==> src/rtl/charge_pkg.sv <==
// Shared definitions for the multi-bay charging timer: bay states, coin values, helpers.
// Latency: none, types and pure functions only.
// Backpressure: not applicable.
package charge_pkg;

  typedef enum logic [1:0] {
    ST_IDLE   = 2'd0,
    ST_LOAD   = 2'd1,
    ST_CHARGE = 2'd2,
    ST_DONE   = 2'd3
  } bay_state_e;

  localparam logic [3:0] COIN5  = 4'd5;
  localparam logic [3:0] COIN10 = 4'd10;

  // Paid credit to charging minutes, doubled once the bonus threshold is reached.
  function automatic int credit_to_min(input int credit, input int min_per_unit,
                                       input int bonus_thresh);
    int mins;
    mins = credit * min_per_unit;
    if (credit >= bonus_thresh) mins = mins * 2;
    return mins;
  endfunction

  // Binary 0..99 to two BCD digits {tens, ones} by repeated subtraction.
  function automatic logic [7:0] bin2bcd(input logic [6:0] v);
    logic [3:0] tens;
    logic [6:0] rem;
    tens = 4'd0;
    rem  = v;
    for (int i = 0; i < 12; i++) begin
      if (rem >= 7'd10) begin
        rem  = rem - 7'd10;
        tens = tens + 4'd1;
      end
    end
    return {tens, 4'(rem)};
  endfunction

endpackage

==> src/rtl/charge_timer_multi_if.sv <==
// Operator-side bus of the charging timer: selection, coin/start/cancel pulses, status and display.
// Latency: wires only.
// Backpressure: none, every pulse is a single-cycle event with no handshake.
interface charge_timer_multi_if #(
  parameter int NCH        = 4,
  parameter int CREDIT_MAX = 20
);
  localparam int SW = (NCH > 1) ? $clog2(NCH) : 1;
  localparam int CW = $clog2(CREDIT_MAX + 1);

  logic [SW-1:0]  ch_sel;
  logic           m5;
  logic           m10;
  logic           start;
  logic           cancel;
  logic           coin_rej;
  logic           refund_vld;
  logic [CW-1:0]  refund_amt;
  logic [NCH-1:0] charge_on;
  logic [NCH-1:0] done;
  logic [3:0]     money2;
  logic [3:0]     money1;
  logic [3:0]     min2;
  logic [3:0]     min1;

  modport master (
    output ch_sel, m5, m10, start, cancel,
    input  coin_rej, refund_vld, refund_amt, charge_on, done, money2, money1, min2, min1
  );

  modport slave (
    input  ch_sel, m5, m10, start, cancel,
    output coin_rej, refund_vld, refund_amt, charge_on, done, money2, money1, min2, min1
  );

endinterface

==> src/rtl/charge_bay.sv <==
// One charging bay: collects credit, converts it to minutes, counts down and holds DONE.
// Latency: state/credit/minutes update on the edge that samples the pulse; events are combinational.
// Backpressure: none; coins that cannot be accepted are flagged for rejection instead of stalling.
module charge_bay
  import charge_pkg::*;
#(
  parameter int CREDIT_MAX   = 20,
  parameter int MIN_PER_UNIT = 1,
  parameter int BONUS_THRESH = 15,
  parameter int DONE_HOLD    = 3,
  parameter int CW           = $clog2(CREDIT_MAX + 1),
  parameter int MW           = $clog2(2 * CREDIT_MAX * MIN_PER_UNIT + 1)
) (
  input  logic          clk,
  input  logic          rst,
  input  logic          sel,
  input  logic          m5,
  input  logic          m10,
  input  logic          start,
  input  logic          cancel,
  input  logic          tick,
  output bay_state_e    state_o,
  output logic [CW-1:0] credit_o,
  output logic [MW-1:0] minutes_o,
  output logic          coin_rej_o,
  output logic          refund_o
);

  localparam int HW = (DONE_HOLD > 1) ? $clog2(DONE_HOLD) : 1;

  bay_state_e    state_q, state_d;
  logic [CW-1:0] credit_q, credit_d;
  logic [MW-1:0] minutes_q, minutes_d;
  logic [HW-1:0] hold_q, hold_d;

  logic [3:0] coin_amt;
  logic       coin_hit;
  logic [7:0] coin_sum;
  logic       coin_fits;
  logic       rej_ev;
  logic       refund_ev;

  // Next-state logic; a coin arriving with start or cancel, or outside IDLE/LOAD, is handed back.
  always_comb begin
    state_d   = state_q;
    credit_d  = credit_q;
    minutes_d = minutes_q;
    hold_d    = hold_q;
    rej_ev    = 1'b0;
    refund_ev = 1'b0;

    // m5 and m10 together form one 15-unit coin, judged as a whole.
    coin_amt  = (m5 ? COIN5 : 4'd0) + (m10 ? COIN10 : 4'd0);
    coin_hit  = sel && (m5 || m10);
    coin_sum  = 8'(credit_q) + {4'd0, coin_amt};
    coin_fits = (coin_sum <= 8'(CREDIT_MAX));

    case (state_q)
      ST_IDLE: begin
        if (coin_hit) begin
          if (coin_fits) begin
            credit_d = CW'(coin_sum);
            state_d  = ST_LOAD;
          end else begin
            rej_ev = 1'b1;
          end
        end
      end

      ST_LOAD: begin
        if (sel && cancel) begin
          refund_ev = 1'b1;
          rej_ev    = coin_hit;
          credit_d  = '0;
          state_d   = ST_IDLE;
        end else if (sel && start) begin
          // A tick in this same cycle is ignored: the full load wins.
          rej_ev    = coin_hit;
          minutes_d = MW'(credit_to_min(int'(credit_q), MIN_PER_UNIT, BONUS_THRESH));
          state_d   = ST_CHARGE;
        end else if (coin_hit) begin
          if (coin_fits) credit_d = CW'(coin_sum);
          else           rej_ev   = 1'b1;
        end
      end

      ST_CHARGE: begin
        rej_ev = coin_hit;
        if (sel && cancel) begin
          credit_d  = '0;
          minutes_d = '0;
          state_d   = ST_IDLE;
        end else if (tick) begin
          if (minutes_q <= MW'(1)) begin
            minutes_d = '0;
            hold_d    = '0;
            state_d   = ST_DONE;
          end else begin
            minutes_d = minutes_q - MW'(1);
          end
        end
      end

      ST_DONE: begin
        rej_ev = coin_hit;
        if (sel && cancel) begin
          credit_d = '0;
          hold_d   = '0;
          state_d  = ST_IDLE;
        end else if (tick) begin
          if (hold_q == HW'(DONE_HOLD - 1)) begin
            credit_d = '0;
            hold_d   = '0;
            state_d  = ST_IDLE;
          end else begin
            hold_d = hold_q + HW'(1);
          end
        end
      end

      default: begin
        state_d = ST_IDLE;
      end
    endcase
  end

  // Bay state registers, cleared by reset with no refund.
  always_ff @(posedge clk) begin
    if (rst) begin
      state_q   <= ST_IDLE;
      credit_q  <= '0;
      minutes_q <= '0;
      hold_q    <= '0;
    end else begin
      state_q   <= state_d;
      credit_q  <= credit_d;
      minutes_q <= minutes_d;
      hold_q    <= hold_d;
    end
  end

  assign state_o    = state_q;
  assign credit_o   = credit_q;
  assign minutes_o  = minutes_q;
  assign coin_rej_o = rej_ev;
  assign refund_o   = refund_ev;

endmodule

==> src/rtl/charge_timer_multi.sv <==
// Multi-bay coin charging timer: shared minute prescaler, bay array, pulse outputs, BCD display mux.
// Latency: coin_rej/refund one cycle after the pulse; display is combinational from registered bay state.
// Backpressure: none; rejected coins are signalled on coin_rej rather than held off.
module charge_timer_multi
  import charge_pkg::*;
#(
  parameter int NCH           = 4,
  parameter int CREDIT_MAX    = 20,
  parameter int MIN_PER_UNIT  = 1,
  parameter int BONUS_THRESH  = 15,
  parameter int TICKS_PER_MIN = 60,
  parameter int DONE_HOLD     = 3
) (
  input  logic                clk,
  input  logic                rst,
  charge_timer_multi_if.slave bus
);

  localparam int CW = $clog2(CREDIT_MAX + 1);
  localparam int MW = $clog2(2 * CREDIT_MAX * MIN_PER_UNIT + 1);
  localparam int PW = $clog2(TICKS_PER_MIN);

  if (NCH < 1 || NCH > 8) begin : g_bad_nch
    $error("charge_timer_multi: NCH must be 1..8");
  end
  if (CREDIT_MAX > 99 || 2 * CREDIT_MAX * MIN_PER_UNIT > 99) begin : g_bad_bcd
    $error("charge_timer_multi: credit and minutes must fit in two BCD digits");
  end
  if (TICKS_PER_MIN < 2) begin : g_bad_tpm
    $error("charge_timer_multi: TICKS_PER_MIN must be at least 2");
  end
  if (DONE_HOLD < 1) begin : g_bad_hold
    $error("charge_timer_multi: DONE_HOLD must be at least 1");
  end

  logic [PW-1:0]  cnt_q, cnt_d;
  logic           tick;
  logic [NCH-1:0] sel_oh;

  bay_state_e     bay_state   [NCH];
  logic [CW-1:0]  bay_credit  [NCH];
  logic [MW-1:0]  bay_minutes [NCH];
  logic [NCH-1:0] bay_rej;
  logic [NCH-1:0] bay_refund;

  logic           coin_rej_q, coin_rej_d;
  logic           refund_vld_q, refund_vld_d;
  logic [CW-1:0]  refund_amt_q, refund_amt_d;

  bay_state_e     disp_state;
  logic [CW-1:0]  disp_credit;
  logic [MW-1:0]  disp_minutes;
  logic [7:0]     money_bcd;
  logic [7:0]     min_bcd;

  // Free-running minute prescaler; tick marks the last count of each minute.
  always_comb begin
    tick  = (cnt_q == PW'(TICKS_PER_MIN - 1));
    cnt_d = tick ? '0 : cnt_q + PW'(1);
  end

  // One-hot decode of ch_sel; out-of-range selections address no bay.
  always_comb begin
    sel_oh = '0;
    for (int i = 0; i < NCH; i++) sel_oh[i] = (int'(bus.ch_sel) == i);
  end

  for (genvar g = 0; g < NCH; g++) begin : g_bay
    charge_bay #(
      .CREDIT_MAX  (CREDIT_MAX),
      .MIN_PER_UNIT(MIN_PER_UNIT),
      .BONUS_THRESH(BONUS_THRESH),
      .DONE_HOLD   (DONE_HOLD),
      .CW          (CW),
      .MW          (MW)
    ) u_bay (
      .clk       (clk),
      .rst       (rst),
      .sel       (sel_oh[g]),
      .m5        (bus.m5),
      .m10       (bus.m10),
      .start     (bus.start),
      .cancel    (bus.cancel),
      .tick      (tick),
      .state_o   (bay_state[g]),
      .credit_o  (bay_credit[g]),
      .minutes_o (bay_minutes[g]),
      .coin_rej_o(bay_rej[g]),
      .refund_o  (bay_refund[g])
    );
  end

  // Pulse outputs: only the selected bay can raise an event, so OR-reduction is enough.
  always_comb begin
    coin_rej_d   = |bay_rej;
    refund_vld_d = |bay_refund;
    refund_amt_d = '0;
    for (int i = 0; i < NCH; i++) begin
      if (bay_refund[i]) refund_amt_d = bay_credit[i];
    end
  end

  // Prescaler and registered pulse outputs.
  always_ff @(posedge clk) begin
    if (rst) begin
      cnt_q        <= '0;
      coin_rej_q   <= 1'b0;
      refund_vld_q <= 1'b0;
      refund_amt_q <= '0;
    end else begin
      cnt_q        <= cnt_d;
      coin_rej_q   <= coin_rej_d;
      refund_vld_q <= refund_vld_d;
      refund_amt_q <= refund_amt_d;
    end
  end

  // Per-bay status straight from each bay's registered state.
  always_comb begin
    bus.charge_on = '0;
    bus.done      = '0;
    for (int i = 0; i < NCH; i++) begin
      bus.charge_on[i] = (bay_state[i] == ST_CHARGE);
      bus.done[i]      = (bay_state[i] == ST_DONE);
    end
  end

  // Display mux: credit blanked in IDLE, minutes shown only while charging.
  always_comb begin
    disp_state   = ST_IDLE;
    disp_credit  = '0;
    disp_minutes = '0;
    for (int i = 0; i < NCH; i++) begin
      if (sel_oh[i]) begin
        disp_state   = bay_state[i];
        disp_credit  = bay_credit[i];
        disp_minutes = bay_minutes[i];
      end
    end
    if (disp_state == ST_IDLE)   disp_credit  = '0;
    if (disp_state != ST_CHARGE) disp_minutes = '0;
    money_bcd = bin2bcd(7'(disp_credit));
    min_bcd   = bin2bcd(7'(disp_minutes));
  end

  assign bus.coin_rej   = coin_rej_q;
  assign bus.refund_vld = refund_vld_q;
  assign bus.refund_amt = refund_amt_q;
  assign bus.money2     = money_bcd[7:4];
  assign bus.money1     = money_bcd[3:0];
  assign bus.min2       = min_bcd[7:4];
  assign bus.min1       = min_bcd[3:0];

endmodule

==> src/flat_wrapper.sv <==
// flat-port wrapper written by rule: the top's interface ports become plain ports
module charge_timer_multi_flat import charge_pkg::*;
#(
  parameter int NCH           = 4,
  parameter int CREDIT_MAX    = 20,
  parameter int MIN_PER_UNIT  = 1,
  parameter int BONUS_THRESH  = 15,
  parameter int TICKS_PER_MIN = 60,
  parameter int DONE_HOLD     = 3
)
  (clk, rst, bus_ch_sel, bus_m5, bus_m10, bus_start, bus_cancel, bus_coin_rej, bus_refund_vld, bus_refund_amt, bus_charge_on, bus_done, bus_money2, bus_money1, bus_min2, bus_min1);
  charge_timer_multi_if #(.NCH(NCH), .CREDIT_MAX(CREDIT_MAX)) bus_i ();
  input  logic clk;
  input  logic rst;
  input wire logic [$bits(bus_i.ch_sel)-1:0] bus_ch_sel;
  input wire logic [$bits(bus_i.m5)-1:0] bus_m5;
  input wire logic [$bits(bus_i.m10)-1:0] bus_m10;
  input wire logic [$bits(bus_i.start)-1:0] bus_start;
  input wire logic [$bits(bus_i.cancel)-1:0] bus_cancel;
  output wire logic [$bits(bus_i.coin_rej)-1:0] bus_coin_rej;
  output wire logic [$bits(bus_i.refund_vld)-1:0] bus_refund_vld;
  output wire logic [$bits(bus_i.refund_amt)-1:0] bus_refund_amt;
  output wire logic [$bits(bus_i.charge_on)-1:0] bus_charge_on;
  output wire logic [$bits(bus_i.done)-1:0] bus_done;
  output wire logic [$bits(bus_i.money2)-1:0] bus_money2;
  output wire logic [$bits(bus_i.money1)-1:0] bus_money1;
  output wire logic [$bits(bus_i.min2)-1:0] bus_min2;
  output wire logic [$bits(bus_i.min1)-1:0] bus_min1;
  assign bus_i.ch_sel = bus_ch_sel;
  assign bus_i.m5 = bus_m5;
  assign bus_i.m10 = bus_m10;
  assign bus_i.start = bus_start;
  assign bus_i.cancel = bus_cancel;
  assign bus_coin_rej = bus_i.coin_rej;
  assign bus_refund_vld = bus_i.refund_vld;
  assign bus_refund_amt = bus_i.refund_amt;
  assign bus_charge_on = bus_i.charge_on;
  assign bus_done = bus_i.done;
  assign bus_money2 = bus_i.money2;
  assign bus_money1 = bus_i.money1;
  assign bus_min2 = bus_i.min2;
  assign bus_min1 = bus_i.min1;
  charge_timer_multi #(.NCH(NCH), .CREDIT_MAX(CREDIT_MAX), .MIN_PER_UNIT(MIN_PER_UNIT), .BONUS_THRESH(BONUS_THRESH), .TICKS_PER_MIN(TICKS_PER_MIN), .DONE_HOLD(DONE_HOLD)) u_core (.clk(clk), .rst(rst), .bus(bus_i));
endmodule
==> config.mk <==
export PLATFORM = sky130hd
export DESIGN_NAME = charge_timer_multi_flat
export DESIGN_NICKNAME = d
export VERILOG_FILES = /design/src/rtl/charge_pkg.sv /design/src/rtl/charge_timer_multi_if.sv /design/src/rtl/charge_bay.sv /design/src/rtl/charge_timer_multi.sv /design/src/flat_wrapper.sv
export SDC_FILE = /design/constraint.sdc
export NUM_CORES = 1
export LEC_CHECK = 0
export BUFFER_PORTS_ARGS = -buffer_cell sky130_fd_sc_hd__buf_2
export CORE_ASPECT_RATIO = 1.2
export CORE_MARGIN = 3
export CORE_UTILIZATION = 25
export DETAILED_ROUTE_END_ITERATION = 6
export GPL_ROUTABILITY_DRIVEN = 0
export PLACE_DENSITY = 0.45
export SLEW_MARGIN = 20
export SYNTH_ARGS = -nofsm -noshare
export SYNTH_HDL_FRONTEND = slang
export SYNTH_SLANG_ARGS = --single-unit
==> constraint.sdc <==
create_clock -name clk -period 28.3 [get_ports clk]
set_clock_uncertainty 0.05 [all_clocks]
set_input_delay 4.245 -clock clk [delete_from_list [all_inputs] [get_ports clk]]
set_output_delay 4.245 -clock clk [all_outputs]
set_load 0.05 [all_outputs]
==> results of run 1 <==
per-layer routing:
layer | global-route usage | routed length [um] | up-vias
li1 | - | - | 4668
met1 | 0.180 | 13100 | 4432
met2 | 0.255 | 14100 | 123
met3 | 0.0117 | 527 | 33
met4 | 0.0452 | 648 | 2
met5 | 0 | 13 | -
state kept, by name, summed over array words and instances (netlist names):
| name | count |
|---|---|
| u_core.bus.coin_rej | 1 |
| u_core.g_bay.u_bay.hold_q | 8 |
| u_core.g_bay.u_bay.credit_o | 20 |
| u_core.bus.refund_vld | 1 |
| u_core.g_bay.u_bay.minutes_o | 24 |
| u_core.g_bay.u_bay.state_o | 8 |
| u_core.cnt_q | 6 |
| u_core.bus.refund_amt | 5 |
worst register-to-register path, stage by stage, from the launching register on:
cell and delay (ns):
dfxtp_1 0.55, ha_1 0.26, fa_1 0.44, nor2_1 0.11
nor2_1 0.06, nor3_1 0.17, a31oi_1 0.07, o22a_1 0.25
nor4_1 0.36, nand4b_1 0.41, or3_1 0.43, a21oi_1 0.13
power breakdown:
group | switching, W | total [W] | internal (W) | leakage, nW
Clock | 0.0000473 | 0.000124 | 0.0000772 | 0.160
Combinational | 0.0000362 | 0.0000586 | 0.0000224 | 3.43
Sequential | 0.00000748 | 0.000113 | 0.000106 | 0.591
Total | 0.0000910 | 0.000296 | 0.000205 | 4.18
kinds of logic (layout without fill, tap and decap cells):
family	Yosys count	count (layout)
flops	73	73
mux	69	69
simple gates	500	500
compound gates	359	359
buf+inv	103	106
fa+ha+maj	68	68
xor+xnor	87	87
path summary, 6_finish.rpt:
check,from,to,slack (ns)
max,bus_ch_sel[0],bus_min2[3],7.22
min,u_core.cnt_q[0],u_core.cnt_q[0],0.41
max reg2reg,u_core.g_bay[1].u_bay.credit_o[0],u_core.g_bay[1].u_bay.credit_o[4],24.93
min reg2reg,u_core.cnt_q[0],u_core.cnt_q[0],0.41
cells in the mapped netlist, types with 6 or more instances:
| cell | count |
|---|---|
| o21ai_1 | 8 |
| nor2b_1 | 10 |
| nor4_1 | 12 |
| nand4_1 | 13 |
| o21a_1 | 7 |
| or2_2 | 6 |
| xor2_1 | 24 |
| mux4_2 | 12 |
| a2111oi_0 | 9 |
| mux2i_1 | 43 |
| xnor2_1 | 63 |
| nor2_1 | 153 |
| mux2_2 | 11 |
| nor3_1 | 33 |
| inv_1 | 46 |
| a22oi_1 | 15 |
| and3_1 | 8 |
| ha_1 | 60 |
| nand4b_1 | 8 |
| nand3b_1 | 6 |
| o221ai_1 | 11 |
| or2_1 | 7 |
| buf_2 | 8 |
| and2_1 | 16 |
| a31oi_1 | 18 |
| o22ai_1 | 14 |
| dfxtp_1 | 73 |
| clkbuf_1 | 37 |
| or3_1 | 12 |
| nor3b_1 | 6 |
| o211ai_1 | 17 |
| a21oi_1 | 68 |
| nand2b_1 | 23 |
| o21ai_0 | 68 |
| nand2_1 | 117 |
| a211oi_1 | 9 |
| nand3_1 | 42 |
| a21o_1 | 27 |
cell type report:
class                      instances  share of cell area
sequential                        73               0.142
multi-input combinational       1083               0.731
clock buffer                       9              0.0218
clock inverter                     7             0.00898
inverter                          48              0.0175
timing repair buffer              42              0.0214
tap                              474              0.0575
stage by stage:
stage | setup slack, ns | hold slack, ns | power (W)
6_report | 7.22 | 0.405 | 0.000296
5_1_grt | 5.90 | 0.437 | 0.000313
4_1_cts | 7.16 | 0.414 | 0.000300
3_5_place_dp | 7.19 | 0.405 | 0.000174
3_3_place_gp | 7.51 | 0.406 | 0.000174
2_1_floorplan | 8.84 | 0.382 | 0.000159
==> results.md, run 1 <==
- Status: finished, violations left
- Failing checks: design-rule violations
- Die Y-Extent: 219 um
- Most frequent cells in the layout: nor2_1, nand2_1, dfxtp_1, a21oi_1, o21ai_0
- CP Launch Type: input pin
- Drt first pass iters: 7
- Max cap viols: 0
- Post-Syn Instances: 1259
- # rows: 77
- Cell count of the worst reg-to-reg path: 11
- FF/Latch Area: 1460 um2
- Worst Max-Slew Pin Slew: 0.818 ns
- CTS max path bufs: 2
- Most common cell after layout, fill and taps aside: nor2_1
- Setup violations, final: 0
- Register area share after synthesis: 0.155
- Final #Nets: 1329
- Dpl cells: 1720
- Synth-to-layout area growth: 9.34%
- Post-layout util: 0.279
- Share of post-route cells with drive strength above 1: 0.106
- CTS tree: built
- Critical path depth in cells: 50
- First-pass GRT wire length: 46900 um
- Vias per cell: 5.33
- PD cells: 28.7 nW/um2
- Clock root cell: clkbuf_16
- Total routed wirelength: 28400 um
- Max Freq: 47.4 MHz
- CP most frequent cell: ha_1
- Vias: 9258
- IO buf count: 38
- CP Class: input pin to primary output
- Post-synthesis cell area: 9430 um2
- Slew HR: 0.451
- Setup TNS: 0 ns
- Slowest stage delay, CP: 0.66 ns
- VDD IR max: 0.0000222 V
- Final instance area: 10300 um2
- Skew-Pair Late Insertion Delay: 0.35 ns
- Post-synth top area cell: dfxtp_1
- Yosys top cell area share: 0.155
- TritonCTS Buffers: 9
- Most common flop cell mapped by yosys: dfxtp_1
- RSZ-0062 raised after global routing: false
- Drt drc: 4
- CP required: 24.01 ns
- Crit path DAT: 16.78 ns
- CP Max Fanout: 27
- Starting Density: 0.255
- DR WL/cell: 16.3 um
- Post-synthesis xor/xnor area fraction: 0.0808
- Post-synth cell types: 111
- Final critical-path share of the clock period: 0.745
- Finished Layout Cells: 1736
- Mux cell area share after synthesis: 0.0913
- # hold bufs at CTS: 0
- # Post-CTS Setup Buffers: 0
- Antenna cells: 0
- Total gr overflow: 0
- DIE AREA: 40100 um2
- Resize count post-CTS: 0
- Filler cells: 4100
- Die W: 183 um
- Post-synth ARST share: 0
- Largest net degree at the start of global routing: 58
- Synth Area in Simple Gates: 0.263
- Max Slew Vio Count: 0
- GR Util All Layers: 0.142
- H-tree Lvls: 3
- DR iter-0 viols: 480
- Initial antenna violation count: 1
- Worst hold path class: flip-flop to flip-flop
- Syn. warnings: 0
- CP Capture Type: primary output
- Detailed placer's ending HPWL: 22100 um
- Leak pwr: 4.18 nW
- Crit path time final: 21.08 ns
- I/O pin count: 39
- Placed cell areas: 9990 um2
- Crit-path leading delay family: compound AO/OA/AOI/OAI gates
- Clk sinks: 73
- Post-synth EDFFs: 0
- Critical path's slowest cell: nor2b_1
- Hold depth: 1
- Synth area leaders: dfxtp_1, ha_1, nor2_1
- Net Count, Synth: 1331
- Largest family of logic cells by synthesized area: compound AO/OA/AOI/OAI gates
- Final Hold Vio Count: 0
- Final ANT Viol Nets: 0
- Reg clk slew, reported paths: 0.06 ns
- Vias in the first global route: 8903
- Synth Area in Compound Gates: 0.272
- Core area: 37000 um2
- Post-Synth Adder-Cell Area: 0.0924
- Critical path buffers and inverters: 7
- Avg Inst Size Synth: 7.49 um2
- Synth Register Bits: 73
- Multi-input gate area: 7540 um2
(Power assumes the default switching activity.)
==> inputs of run 2 (changes only) <==
Settings changed: ABC_AREA set to 1.
Clock period 28.3 ns to 19.6 ns, I/O delays scaled along.
==> run 2 against run 1 <==
The run now ends clean. First-iteration DRC count shrank 1.9%. Synthesized cell count rose by 21%. Final cell count increased by 17%.
==> results.md, run 2 <==
- Final ANT Viol Nets: 0 (unchanged)
- Drt first pass iters: 7 (unchanged)
- Setup violations, final: 0 (unchanged)
- Vias in the first global route: 9057 (+1.7%)
- Drt drc: 0 (-4)
- Most frequent cells in the layout: nand2_1, inv_1, nor2_1, o21ai_0, a21oi_1
- Register area share after synthesis: 0.157 (+0.00200)
- Max Slew Vio Count: 0 (unchanged)
- Post-synthesis cell area: 9310 um2 (-1.3%)
- CP required: 16.61 ns (-7.40 ns)
- Crit path time final: 14.74 ns
- Core area: 36300 um2 (-1.8%)
- Final Hold Vio Count: 0 (unchanged)
- CP Class: input pin to primary output
- Clock root cell: clkbuf_16
- Slew HR: 0.390 (-0.0613)
- Max cap viols: 0 (unchanged)
- DIE AREA: 39600 um2 (-1.2%)
- Vias per cell: 4.70 (-12%)
- VDD IR max: 0.000443 V (+1900%)
- # hold bufs at CTS: 0 (unchanged)
- CP Max Fanout: 14 (-48%)
- Post-synth cell types: 64 (-42%)
- DR WL/cell: 13.1 um (-20%)
- Max reg flops: 24 (unchanged)
- Avg Inst Size Synth: 6.12 um2 (-18%)
- CP most frequent cell: nand2_1
- Post-synth ARST share: 0 (unchanged)
- Most common cell after layout, fill and taps aside: nand2_1
- Syn. warnings: 0 (unchanged)
- First-pass GRT wire length: 44600 um (-5.0%)
- Resize count post-CTS: 0 (unchanged)
- Share of post-route cells with drive strength above 1: 0.120 (+0.0136)
- Worst Max-Slew Pin Slew: 0.908 ns (+0.0909 ns)
- Most frequent cell after synthesis: nand2_1
- PD cells: 138 nW/um2 (+380%)
- CP Launch Type: input pin
- Net Count, Synth: 1593 (+20%)
- Starting Density: 0.256 (+0.00140)
- # Post-CTS Setup Buffers: 0 (unchanged)
- Vias: 9539 (+3.0%)
- Synth area leaders: dfxtp_1, nand2_1, inv_1
- Die W: 182 um (-0.62%)
- Post-synth EDFFs: 0 (unchanged)
- Slowest stage delay, CP: 0.26 ns (-0.40 ns)
- Detailed placer's ending HPWL: 21800 um (-1.1%)
- Yosys top cell area share: 0.157 (+0.00200)
- Post-layout worst setup margin: 4.86 ns (-2.36 ns)
- TritonCTS Buffers: 9 (unchanged)
- Setup TNS: 0 ns (unchanged)
- IO buf count: 38 (unchanged)
- H-tree Lvls: 3 (unchanged)
- Total routed wirelength: 26600 um (-6.4%)
- Total gr overflow: 0 (unchanged)
- GR Util All Layers: 0.134 (-0.00843)
- Post-synth top cells: nand2_1, inv_1, nor2_1, o21ai_0, a21oi_1
- Post-synth top area cell: dfxtp_1
- Post-Syn Instances: 1521 (+21%)
- Post-Place Setup Slack: 4.77 ns (-2.42 ns)
- Max Freq: 67.8 MHz
- CP Capture Type: primary output
- Clk sinks: 73 (unchanged)
- Reg clk slew, reported paths: 0.07 ns (about the same)
- Most common flop cell mapped by yosys: dfxtp_1
- # rows: 76 (-1.3%)
- Initial antenna violation count: 2 (+1)
- DR iter-0 viols: 471 (-1.9%)
- CTS max path bufs: 2 (unchanged)
- CTS tree: built
- Final critical-path share of the clock period: 0.752
- Filler cells: 4116 (+0.39%)
- Die Y-Extent: 217 um (-0.62%)
- I/O pin count: 39 (unchanged)
- RSZ-0062 raised after global routing: false
- Skew-Pair Late Insertion Delay: 0.36 ns (about the same)
- Synth-to-layout area growth: 10.6%
- Leak pwr: 5.17 nW (+24%)
- Status: complete, no violations
- Critical path's slowest cell: buf_2
- Final #Nets: 1628 (+22%)
- Largest net degree at the start of global routing: 29 (-50%)
- Crit path DAT: 11.75 ns (-5.03 ns)
- Synth Register Bits: 73 (unchanged)
- Worst hold path class: flip-flop to flip-flop
run 2: area by class of cell:
type                            instances  area (um2)  area share
Multi-Input combinational cell       1162        6750       0.656
Antenna cell                            1        2.50    0.000243
Clock inverter                          6        50.0     0.00486
Inverter                              271        1020      0.0990
Sequential cell                        73        1460       0.142
Timing Repair Buffer                   39         198      0.0192
Tap cell                              468         586      0.0569
Clock buffer                           10         229      0.0222
run 2: worst paths after layout:
| path | startpoint | end | slack (ns) | cells after the start |
|---|---|---|---|---|
| min reg2reg | u_core.cnt_q[0] | u_core.cnt_q[0] | 0.40 | 1 |
| max | bus_ch_sel[0] | bus_min2[1] | 4.86 | 78 |
| min | u_core.cnt_q[0] | u_core.cnt_q[0] | 0.40 | 1 |
| max reg2reg | u_core.g_bay[2].u_bay.credit_o[2] | u_core.g_bay[2].u_bay.credit_o[2] | 16.76 | 12 |
run 2: worst max-delay path, delay by kind of cell:
family	cells	cell delay, ns
buf+inv	19	1.87
compound gates	2	0.47
simple gates	49	5.11
fa+ha+maj	6	0.98
xor+xnor	2	0.34
run 2: per-stage QoR:
stage | hold WS (ns) | instance area (um2) | power [W] | util | cells
floorplan | 0.368 | 9310 | 0.00106 | - | 1521
global placement | 0.388 | 10000 | 0.00127 | 0.276 | 2013
detailed placement | 0.402 | 10000 | 0.00127 | 0.276 | 2013
CTS | 0.412 | 10300 | 0.00143 | 0.283 | 2029
global route | 0.426 | 10300 | 0.00156 | 0.284 | 2030
finish | 0.400 | 10300 | 0.00142 | 0.284 | 2030
run 2: cells by family after synthesis:
group	synth area share
AOI/OAI and AO/OA	0.188
DFF	0.157
and+or+nand+nor	0.383
buffers and inverters	0.118
xor gates and xnor gates	0.0628
adders and majority gates	0.0892
muxes	0.00108
run 2: metal layers:
layer	up-vias	global-route usage	routed length (um)
met5	-	0	7
met4	2	0.0274	344
met3	28	0.0174	914
met2	166	0.247	13300
met1	4298	0.166	12000
li1	5045	-	-
run 2: where the power goes:
part	internal (W)	total (W)	switching (W)
sequential	0.000163	0.000186	0.0000231
clock	0.0000871	0.000161	0.0000734
combinational	0.000300	0.00107	0.000774
total	0.000551	0.00142	0.000870
==> inputs of run 3 (changes only) <==
Clock period 19.6 ns to 14.5 ns, I/O delays scaled along.
==> run 3 against run 2 <==
Global-route usage up 0.20 points. Count of clock-buffer cells in the layout did not move. Sequential share of layout area barely moved. Critical path type unchanged. Critical endpoint is now bus_min1[2].
==> results.md, run 3 (same netlist as run 2, synthesis figures left out) <==
- Max cap viols: 0 (unchanged)
- Crit path DAT: 11.00 ns (-0.75 ns)
- Final #Nets: 1630 (+0.12%)
- Slowest stage delay, CP: 0.26 ns (about the same)
- DR WL/cell: 13.1 um (about the same)
- CP required: 12.27 ns (-4.34 ns)
- Vias: 9525 (-0.15%)
- Leak pwr: 5.19 nW (+0.30%)
- Total gr overflow: 0 (unchanged)
- Hold depth: 1 (unchanged)
- Worst Setup SP: bus_ch_sel[0]
- Final ANT Viol Nets: 0 (unchanged)
- Most common cell after layout, fill and taps aside: nand2_1
- DIE AREA: 39600 um2 (unchanged)
- Total routed wirelength: 26600 um (about the same)
- CP Class: input pin to primary output
- Antenna cells: 0 (-1)
- Max reg flops: 24 (unchanged)
- Setup violations, final: 0 (unchanged)
- Vias in the first global route: 9274 (+2.4%)
- VDD IR max: 0.000608 V (+37%)
- Core area: 36300 um2 (unchanged)
- Die W: 182 um (unchanged)
- Drt first pass iters: 5 (-2)
- Reg2reg setup slack: 11.64 ns (-5.12 ns)
- # rows: 76 (unchanged)
- TritonCTS Buffers: 9 (unchanged)
- H-tree Lvls: 3 (unchanged)
- CP Max Fanout: 14 (unchanged)
- Most frequent cells in the layout: nand2_1, inv_1, nor2_1, o21ai_0, a21oi_1
- Drt drc: 0 (unchanged)
- Clk sinks: 73 (unchanged)
- GR Util All Layers: 0.136 (+0.00203)
- Post-Place Setup Slack: 1.20 ns (-3.56 ns)
- Slew HR: 0.370 (-0.0197)
- Dpl cells: 2015 (+0.099%)
- Crit path time final: 13.23 ns
- Synth-to-layout area growth: 10.9%
- Max Freq: 75.6 MHz
- Worst Max-Slew Pin Slew: 0.938 ns (+0.0293 ns)
- Die Y-Extent: 217 um (unchanged)
- Critical R2R Capture: u_core.g_bay[2].u_bay.credit_o[2]
- Hold endpoint: u_core.cnt_q[0]
- Met3 WL: 696 um (-24%)
- Vias per cell: 4.69 (-0.20%)
- Setup TNS: 0 ns (unchanged)
- Final critical-path share of the clock period: 0.912
- Cell count of the worst reg-to-reg path: 12 (unchanged)
- CTS tree: built
- Final Hold Vio Count: 0 (unchanged)
- CP most frequent cell: nand2_1
- Worst Hold Launch: u_core.cnt_q[0]
- DR iter-0 viols: 422 (-10%)
- Post-layout util: 0.284 (+0.000620)
- Post-layout worst setup margin: 1.27 ns (-3.59 ns)
- Largest net degree at the start of global routing: 29 (unchanged)
- Finished Layout Cells: 2031 (+0.049%)
- IO buf count: 38 (unchanged)
- Starting Density: 0.256 (unchanged)
- Critical path's slowest cell: buf_2
- Skew-Pair Late Insertion Delay: 0.35 ns (about the same)
- Max Slew Vio Count: 0 (unchanged)
- Resize count post-CTS: 0 (unchanged)
- Reg clk slew, reported paths: 0.06 ns (about the same)
- Status: complete, no violations
- CTS max path bufs: 2 (unchanged)
- CP Capture Type: primary output
- Clock root cell: clkbuf_16
- Met1 Wirelength: 12000 um (-0.41%)
- Worst hold path class: flip-flop to flip-flop
- CP Launch Type: input pin
- # Post-CTS Setup Buffers: 0 (unchanged)
- Met2 Wirelength: 13400 um (+0.67%)
- FF-to-FF Start: u_core.g_bay[2].u_bay.credit_o[2]
- Detailed placer's ending HPWL: 21900 um (+0.58%)
- I/O pin count: 39 (unchanged)
- First-pass GRT wire length: 45200 um (+1.5%)
- PD cells: 186 nW/um2 (+35%)
- Max layer used: met5
- Initial antenna violation count: 1 (-1)
- Share of post-route cells with drive strength above 1: 0.122 (+0.00177)
- RSZ-0062 raised after global routing: false
- # hold bufs at CTS: 0 (unchanged)
-- run 3: cell types whose count changed in the layout (fill, tap and decap cells not counted), sizes merged --
cell,delta
buf,+2
diode,-1
-- run 3: metal layers --
metal | global-route usage | up-vias
met1 | 0.163 | 4318
met2 | 0.251 | 120
met5 | 0 | -
met4 | 0.0391 | 2
met3 | 0.0172 | 27
li1 | - | 5058
-- run 3: worst max-delay path: cells and delay by family --
kind	cells	cell delay [ns]
simple gates	48	4.92
compound gates	3	0.68
buf+inv	19	1.88
xor+xnor	2	0.33
fa+ha+maj	6	0.98
-- run 3: worst max-delay path by stage --
stage               depth (start not counted)     endpoint
global route                               78  bus_min2[2]
finish                                     78  bus_min1[2]
detailed placement                         78  bus_min1[2]
global placement                           78  bus_min1[2]
floorplan                                  73  bus_min1[3]
CTS                                        78  bus_min1[2]
-- run 3: cell type report --
type / count / area, um2
Fill cell: 4140 / 26000
Multi-Input combinational cell: 1162 / 6750
Sequential cell: 73 / 1460
Inverter: 271 / 1020
Tap cell: 468 / 586
Clock buffer: 10 / 239
Timing Repair Buffer: 41 / 213
Clock inverter: 6 / 50.0
-- run 3: through the flow --
stage	cell area [um2]	total power [W]	hold WS, ns
global route	10300	0.00213	0.425
global placement	10000	0.00171	0.389
detailed placement	10000	0.00172	0.387
finish	10300	0.00192	0.399
CTS	10300	0.00195	0.403
floorplan	9310	0.00143	0.368
-- run 3: power by group --
part | internal, W | leakage [nW] | switching [W]
clock network | 0.000122 | 0.136 | 0.0000955
logic | 0.000408 | 4.46 | 0.00104
registers | 0.000221 | 0.593 | 0.0000313
total | 0.000751 | 5.19 | 0.00117
